--- src/rtl/ps2_rx_frame_pkg.sv ---
// Shared definitions for the PS/2 receive path: FSM states, prefix codes,
// frame geometry and the odd-parity helper.
package ps2_rx_frame_pkg;

  // Receiver FSM states
  typedef enum logic [1:0] {
    ST_IDLE   = 2'd0,
    ST_DATA   = 2'd1,
    ST_PARITY = 2'd2,
    ST_STOP   = 2'd3
  } ps2_state_e;

  // Prefix bytes emitted by the keyboard ahead of extended / break codes
  localparam logic [7:0] PS2_CODE_EXT   = 8'hE0;
  localparam logic [7:0] PS2_CODE_BREAK = 8'hF0;

  // Number of data bits in one device-to-host frame
  localparam int unsigned PS2_DATA_BITS = 8;

  // True when the data byte plus its parity bit has an odd number of ones
  function automatic logic odd_parity_ok(input logic [7:0] data_byte, input logic par_bit);
    return ^{data_byte, par_bit};
  endfunction

endpackage

--- src/rtl/ps2_sync_filter.sv ---
// Two-flop synchroniser for the raw PS/2 clock followed by a stability filter.
// The filtered level only moves after FILTER_LEN consecutive samples that
// disagree with it; a single-cycle pulse marks each accepted 1->0 transition.
module ps2_sync_filter #(
  parameter int FILTER_LEN = 8
) (
  input  logic clk_sys,
  input  logic rst_n,
  input  logic raw_in,
  output logic fall
);

  localparam int CNT_W = $clog2(FILTER_LEN + 1);

  logic             meta_r;
  logic             sync_r;
  logic             filt_r;
  logic             fall_r;
  logic [CNT_W-1:0] cnt_r;

  // Bring the asynchronous pin into the clk_sys domain (idle level is high)
  always_ff @(posedge clk_sys or negedge rst_n) begin
    if (!rst_n) begin
      meta_r <= 1'b1;
      sync_r <= 1'b1;
    end else begin
      meta_r <= raw_in;
      sync_r <= meta_r;
    end
  end

  // Accept a new level only after it has persisted; flag accepted falling edges
  always_ff @(posedge clk_sys or negedge rst_n) begin
    if (!rst_n) begin
      filt_r <= 1'b1;
      cnt_r  <= {CNT_W{1'b0}};
      fall_r <= 1'b0;
    end else if (sync_r == filt_r) begin
      cnt_r  <= {CNT_W{1'b0}};
      fall_r <= 1'b0;
    end else if (cnt_r == CNT_W'(FILTER_LEN - 1)) begin
      filt_r <= sync_r;
      cnt_r  <= {CNT_W{1'b0}};
      fall_r <= filt_r & ~sync_r;
    end else begin
      cnt_r  <= cnt_r + CNT_W'(1);
      fall_r <= 1'b0;
    end
  end

  assign fall = fall_r;

endmodule

--- src/rtl/ps2_rx_frame.sv ---
// PS/2 device-to-host frame receiver. Deframes start / 8 data (LSB first) /
// odd parity / stop, and reports good bytes, parity errors and framing or
// timeout errors as single-cycle pulses.
// Optional feature macro: PS2_BREAK_DECODE_EN -- absorbs E0/F0 prefixes and
// reports them as is_ext/is_break alongside the following scan code.
module ps2_rx_frame
  import ps2_rx_frame_pkg::*;
#(
  parameter int FILTER_LEN     = 8,
  parameter int TIMEOUT_CYCLES = 100000,
  parameter int TIMEOUT_W      = 17
) (
  input  logic       clk_sys,
  input  logic       rst_n,
  input  logic       ps2_clk,
  input  logic       ps2_data,
  output logic [7:0] scan_code,
  output logic       code_valid,
  output logic       parity_err,
  output logic       frame_err,
  output logic       rx_busy,
  output logic       is_break,
  output logic       is_ext
);

  logic [1:0]           rst_sync_r;
  logic                 core_rst_n_s;
  logic                 fall_s;
  logic                 data_meta_r;
  logic                 data_sync_r;

  ps2_state_e           state_r,     state_s;
  logic [2:0]           bit_cnt_r,   bit_cnt_s;
  logic [7:0]           shift_r,     shift_s;
  logic                 par_r,       par_s;
  logic [TIMEOUT_W-1:0] tmo_cnt_r,   tmo_cnt_s;
  logic [7:0]           scan_code_r, scan_code_s;
  logic                 valid_r,     valid_s;
  logic                 perr_r,      perr_s;
  logic                 ferr_r,      ferr_s;
`ifdef PS2_BREAK_DECODE_EN
  logic                 is_break_r,  is_break_s;
  logic                 is_ext_r,    is_ext_s;
  logic                 pend_brk_r,  pend_brk_s;
  logic                 pend_ext_r,  pend_ext_s;
`endif

  // Reset asserts immediately, releases synchronously to clk_sys
  always_ff @(posedge clk_sys or negedge rst_n) begin
    if (!rst_n) begin
      rst_sync_r <= 2'b00;
    end else begin
      rst_sync_r <= {rst_sync_r[0], 1'b1};
    end
  end

  assign core_rst_n_s = rst_sync_r[1];

  ps2_sync_filter #(
    .FILTER_LEN (FILTER_LEN)
  ) u_clk_filter (
    .clk_sys (clk_sys),
    .rst_n   (core_rst_n_s),
    .raw_in  (ps2_clk),
    .fall    (fall_s)
  );

  // Data pin only needs metastability protection; it is sampled on filtered clock falls
  always_ff @(posedge clk_sys or negedge core_rst_n_s) begin
    if (!core_rst_n_s) begin
      data_meta_r <= 1'b1;
      data_sync_r <= 1'b1;
    end else begin
      data_meta_r <= ps2_data;
      data_sync_r <= data_meta_r;
    end
  end

  // Next-state, datapath and output-pulse decode for the frame FSM
  always_comb begin
    state_s     = state_r;
    bit_cnt_s   = bit_cnt_r;
    shift_s     = shift_r;
    par_s       = par_r;
    tmo_cnt_s   = tmo_cnt_r;
    scan_code_s = scan_code_r;
    valid_s     = 1'b0;
    perr_s      = 1'b0;
    ferr_s      = 1'b0;
`ifdef PS2_BREAK_DECODE_EN
    is_break_s  = is_break_r;
    is_ext_s    = is_ext_r;
    pend_brk_s  = pend_brk_r;
    pend_ext_s  = pend_ext_r;
`endif

    case (state_r)
      ST_IDLE: begin
        tmo_cnt_s = {TIMEOUT_W{1'b0}};
        if (fall_s && !data_sync_r) begin
          state_s   = ST_DATA;
          bit_cnt_s = 3'd0;
          shift_s   = 8'h00;
        end else begin
          state_s   = ST_IDLE;
        end
      end
      ST_DATA: begin
        if (fall_s) begin
          shift_s   = {data_sync_r, shift_r[7:1]};
          bit_cnt_s = bit_cnt_r + 3'd1;
          if (bit_cnt_r == 3'(PS2_DATA_BITS - 1)) begin
            state_s = ST_PARITY;
          end else begin
            state_s = ST_DATA;
          end
        end else begin
          state_s = ST_DATA;
        end
      end
      ST_PARITY: begin
        if (fall_s) begin
          par_s   = data_sync_r;
          state_s = ST_STOP;
        end else begin
          state_s = ST_PARITY;
        end
      end
      ST_STOP: begin
        if (fall_s) begin
          state_s = ST_IDLE;
          if (!data_sync_r) begin
            ferr_s = 1'b1;
`ifdef PS2_BREAK_DECODE_EN
            pend_brk_s = 1'b0;
            pend_ext_s = 1'b0;
`endif
          end else if (!odd_parity_ok(shift_r, par_r)) begin
            perr_s = 1'b1;
`ifdef PS2_BREAK_DECODE_EN
            pend_brk_s = 1'b0;
            pend_ext_s = 1'b0;
`endif
          end else begin
`ifdef PS2_BREAK_DECODE_EN
            if (shift_r == PS2_CODE_EXT) begin
              pend_ext_s = 1'b1;
            end else if (shift_r == PS2_CODE_BREAK) begin
              pend_brk_s = 1'b1;
            end else begin
              scan_code_s = shift_r;
              valid_s     = 1'b1;
              is_ext_s    = pend_ext_r;
              is_break_s  = pend_brk_r;
              pend_ext_s  = 1'b0;
              pend_brk_s  = 1'b0;
            end
`else
            scan_code_s = shift_r;
            valid_s     = 1'b1;
`endif
          end
        end else begin
          state_s = ST_STOP;
        end
      end
      default: begin
        state_s = ST_IDLE;
      end
    endcase

    // Inter-edge watchdog: restarts on every fall, only runs mid-frame
    if (state_r != ST_IDLE) begin
      if (fall_s) begin
        tmo_cnt_s = {TIMEOUT_W{1'b0}};
      end else if (tmo_cnt_r == TIMEOUT_W'(TIMEOUT_CYCLES - 1)) begin
        tmo_cnt_s = {TIMEOUT_W{1'b0}};
        state_s   = ST_IDLE;
        shift_s   = 8'h00;
        bit_cnt_s = 3'd0;
        ferr_s    = 1'b1;
`ifdef PS2_BREAK_DECODE_EN
        pend_brk_s = 1'b0;
        pend_ext_s = 1'b0;
`endif
      end else begin
        tmo_cnt_s = tmo_cnt_r + TIMEOUT_W'(1);
      end
    end else begin
      tmo_cnt_s = {TIMEOUT_W{1'b0}};
    end
  end

  // Frame state, datapath and registered outputs
  always_ff @(posedge clk_sys or negedge core_rst_n_s) begin
    if (!core_rst_n_s) begin
      state_r     <= ST_IDLE;
      bit_cnt_r   <= 3'd0;
      shift_r     <= 8'h00;
      par_r       <= 1'b0;
      tmo_cnt_r   <= {TIMEOUT_W{1'b0}};
      scan_code_r <= 8'h00;
      valid_r     <= 1'b0;
      perr_r      <= 1'b0;
      ferr_r      <= 1'b0;
`ifdef PS2_BREAK_DECODE_EN
      is_break_r  <= 1'b0;
      is_ext_r    <= 1'b0;
      pend_brk_r  <= 1'b0;
      pend_ext_r  <= 1'b0;
`endif
    end else begin
      state_r     <= state_s;
      bit_cnt_r   <= bit_cnt_s;
      shift_r     <= shift_s;
      par_r       <= par_s;
      tmo_cnt_r   <= tmo_cnt_s;
      scan_code_r <= scan_code_s;
      valid_r     <= valid_s;
      perr_r      <= perr_s;
      ferr_r      <= ferr_s;
`ifdef PS2_BREAK_DECODE_EN
      is_break_r  <= is_break_s;
      is_ext_r    <= is_ext_s;
      pend_brk_r  <= pend_brk_s;
      pend_ext_r  <= pend_ext_s;
`endif
    end
  end

  assign scan_code  = scan_code_r;
  assign code_valid = valid_r;
  assign parity_err = perr_r;
  assign frame_err  = ferr_r;
  assign rx_busy    = (state_r != ST_IDLE);
`ifdef PS2_BREAK_DECODE_EN
  assign is_break   = is_break_r;
  assign is_ext     = is_ext_r;
`else
  assign is_break   = 1'b0;
  assign is_ext     = 1'b0;
`endif

endmodule

--- config.mk ---
export PLATFORM = sky130hd
export DESIGN_NAME = ps2_rx_frame
export DESIGN_NICKNAME = d
export VERILOG_FILES = /design/src/rtl/ps2_rx_frame_pkg.sv /design/src/rtl/ps2_sync_filter.sv /design/src/rtl/ps2_rx_frame.sv
export SDC_FILE = /design/constraint.sdc
export NUM_CORES = 1
export LEC_CHECK = 0
export BUFFER_PORTS_ARGS = -buffer_cell sky130_fd_sc_hd__buf_2
export CAP_MARGIN = 10
export CORE_ASPECT_RATIO = 0.9
export CORE_MARGIN = 4
export CORE_UTILIZATION = 25
export DETAILED_ROUTE_END_ITERATION = 10
export PLACE_DENSITY = 0.51
export SYNTH_ARGS = -nofsm -noshare
export SYNTH_HDL_FRONTEND = slang
export SYNTH_HIERARCHICAL = 1
export SYNTH_SLANG_ARGS = --single-unit
--- constraint.sdc ---
create_clock -name clk_sys -period 2 [get_ports clk_sys]
set_input_delay 0.1 -clock clk_sys [delete_from_list [all_inputs] [get_ports clk_sys]]
set_output_delay 0.1 -clock clk_sys [all_outputs]
set_load 0.02 [all_outputs]
==> flow_summary.toml <==
[routing]
drt-wirelength-per-cell_um = 11.9
dr_total_vias = 1569
first_pass_iters = 4
drcViolationCount = 0
post_drt_via_cell_ratio = 4.41
ant_nets = 0
detailedRoute.firstIterationViolations = 63
route.final.wire_length_mm = 4.24

[yosys]
synth.top_cell.area_share_pct = 50.9
post_synth_inst_count = 207
synth_edf_count = 0
synth_ff_type = "dfrtp_1"
async_flop_share_pct = 100
yosysUniqueCellTypes = 41
synth_area_sq_um = 2410
synth_top_cells_by_area = "dfrtp_1, dfstp_2, nor2_1"
avgSynthCellArea_sq_um = 11.6
synth_common_cells = "dfrtp_1, nor2_1, xor2_1"
synth_seq_area_share_pct = 56.4
yosys_warnings = 6
yosys.area.top_type = "dfrtp_1"
synth-seq-cells = 54
most_common_cell_in_the_netlist = "dfrtp_1"

[global_routing]
grt_util_met3_pct = 1.62
largest_net_degree_at_the_start_of_global_routing = 30
met1_global_route_usage_pct = 12.8
number_of_global_route_vias_before_repair = 1586
global_route.usage.met2_pct = 11.9
groute.usage.overall_pct = 8.48
global_route.overflow_total = 0
antenna_found_initial = 0
busiest_layer = "met1"
wire_length_of_the_first_global_routing_pass_mm = 7.85

[clock_network]
htree_num_levels = 2
cts_buffers = 5
clk_pin_slew_ps = 100
cts.sink_count = 54
tritoncts = "done"
cts_root_buffer_type = "clkbuf_8"
clk-insertion-delay-late_ps = 300
clockBufferDepth = 2
cts_repair_resize_count = 0

[die]
initial_core_util_pct = 26.0
die_area_sq_um = 11300
num_rows = 33
floorplan_die_width_um = 111
die_h_um = 101
boundaryPins = 18
coreArea_sq_um = 9250

[setup_path]
setup.worst_path.start_class = "register"
path_cells = "xor2_1 -> xnor3_2 -> mux2i_4 -> buf_4 -> mux2_2"
critPathCaptureType = "register"
critical_path.top_delay_family = "XOR/XNOR gates"
timing.critical_path.slowest_cell_delay_ps = 440
timing.critical_path.arrival_ps = 2090
criticalPathCategory = "register to register"
worstPathMaxFanout = 5
critPathSlowestCell = "xnor3_2"
critPathBufInv = 1
critPathRequiredTime_ps = 2190

[timing]
max_freq_mhz = 527
report.final.hold_viol_count = 0
hold_ws_ps = 108
period_minus_slack_ps = 1900
relSlewSlack_pct = 64.5
grt_setup_unrepaired = "false"
fin_worst_skew_ps = 9.11
final-setup-viol-count = 0
fin_crit_sh_pct = 94.9
worst_pin_slew_ps = 532
slew_viol_final = 0
fin_setup_tns_ps = 0

[status]
outcome = "completed"

[finish]
drive_above_1_share_pct = 21.8
insertedDiodeCount = 0
fillCellCount = 991
layout.nets = 242
flow.area_growth_from_synthesis_pct = 16.8

[min_path]
worst_hold_path_type = "primary input to asynchronous set/reset pin"

[placed_design]
hpwlAfterDp_mm = 2.94
gp_congestion = 0.724
place.port_buffers = 15

[power_and_ir_drop]
power_density_nw_per_um2 = 783
max_vdd_drop_uv = 431
p_leak_uw = 0.00134

[job]
number_of_violations_of_the_max_capacitance_limit = 0
cells in the final DEF, fill, tap and decap left out, types with 3 or more instances in the layout:
cell type,Yosys,routed
nand3_1,6,6
dlygate4sd3_1,0,3
nand2_1,6,6
ha_1,5,5
nand4_1,8,8
mux2_2,10,10
clkbuf_8,0,6
inv_1,7,7
dfrtp_1,49,48
a22oi_1,9,9
nor2_1,31,31
a21oi_1,6,6
conb_1,2,3
o21ai_0,3,3
o31ai_1,3,3
nor3_1,3,3
and4_1,4,4
buf_4,2,5
buf_2,0,15
dfstp_2,5,5
xnor2_1,5,5
xor2_1,11,11
metrics by stage:
step,utilization [%],instances,area [sq um],worst slack (ps),total power (uW)
after CTS,30.3,354,2800,21.8,2240
final,30.4,356,2810,101,2200
after global placement,28.9,343,2670,57.3,1580
after global routing,30.4,356,2810,27.9,2370
after detailed placement,28.9,343,2670,45.8,1580
after floorplan,-,208,2410,186,1500
logic make-up (layout without fill, tap and decap cells):
kind of cell,count (synthesis),in the layout,synth area share (%)
AND/OR/NAND/NOR,75,75,16.7
XOR/XNOR,18,18,7.74
other,2,3,0.312
AO/OA/AOI/OAI,27,27,7.58
buffers and inverters,14,40,2.49
adder cells (fa/ha/maj),5,5,2.60
multiplexers,12,12,6.23
flip-flops,54,54,56.4
state kept, by name, indices dropped and copies added, names as in the netlist:
signal,count
frame_err,1
u_clk_filter/meta_r,1
bit_cnt_r,3
scan_code,8
par_r,1
rst_sync_r,2
tmo_cnt_r,17
state_r,2
code_valid,1
shift_r,8
u_clk_filter/sync_r,1
parity_err,1
u_clk_filter/fall,1
data_sync_r,1
u_clk_filter/filt_r,1
u_clk_filter/cnt_r,4
data_meta_r,1
power by group:
group	leakage (uW)	total (uW)	internal, uW	switching [uW]
logic	0.000583	263	134	129
registers	0.000712	1300	1200	99.3
clock network	0.0000478	644	286	359
worst reg2reg max path: stages (launching register included):
cell     delay, ps
dfrtp_1        430
xor2_1         180
xnor3_2        440
mux2i_4        240
buf_4          170
mux2_2         330
what timing repair did:
action | in CTS | in global routing
hold endpoints to repair | 4 | 0
setup endpoints to repair | 0 | 8
hold buffers | 3 | 0
setup buffers | 0 | 2
final cells by class:
| type | count | area, sq um | share of cell area [%] |
|---|---|---|---|
| sequential | 54 | 1360 | 48.3 |
| clock inverter | 2 | 16.3 | 0.578 |
| timing repair buffer | 25 | 183 | 6.49 |
| inverter | 7 | 26.3 | 0.934 |
| clock buffer | 6 | 82.6 | 2.93 |
| tap | 122 | 153 | 5.42 |
| multi-input combinational | 140 | 995 | 35.3 |
final timing paths:
| kind | from | end | slack (ps) | cells after the start |
|---|---|---|---|---|
| max in group asynchronous | rst_sync_r[1] | shift_r[5] | 1210 | 1 |
| min in group clk_sys | u_clk_filter/meta_r | u_clk_filter/sync_r | 360 | 0 |
| max reg2reg | shift_r[4] | scan_code[6] | 100 | 5 |
| max | shift_r[4] | scan_code[6] | 100 | 5 |
| min reg2reg | rst_sync_r[1] | bit_cnt_r[1] | 250 | 0 |
| min | rst_n | rst_sync_r[1] | 110 | 2 |
layer usage:
layer	part of all wire, %	up-vias	wire (um)
met5	0	-	0
met4	1.3	0	57
met3	1.7	4	72
met2	42	17	1790
met1	55	765	2320
li1	-	783	-
Power figures use the tool's default switching activity.
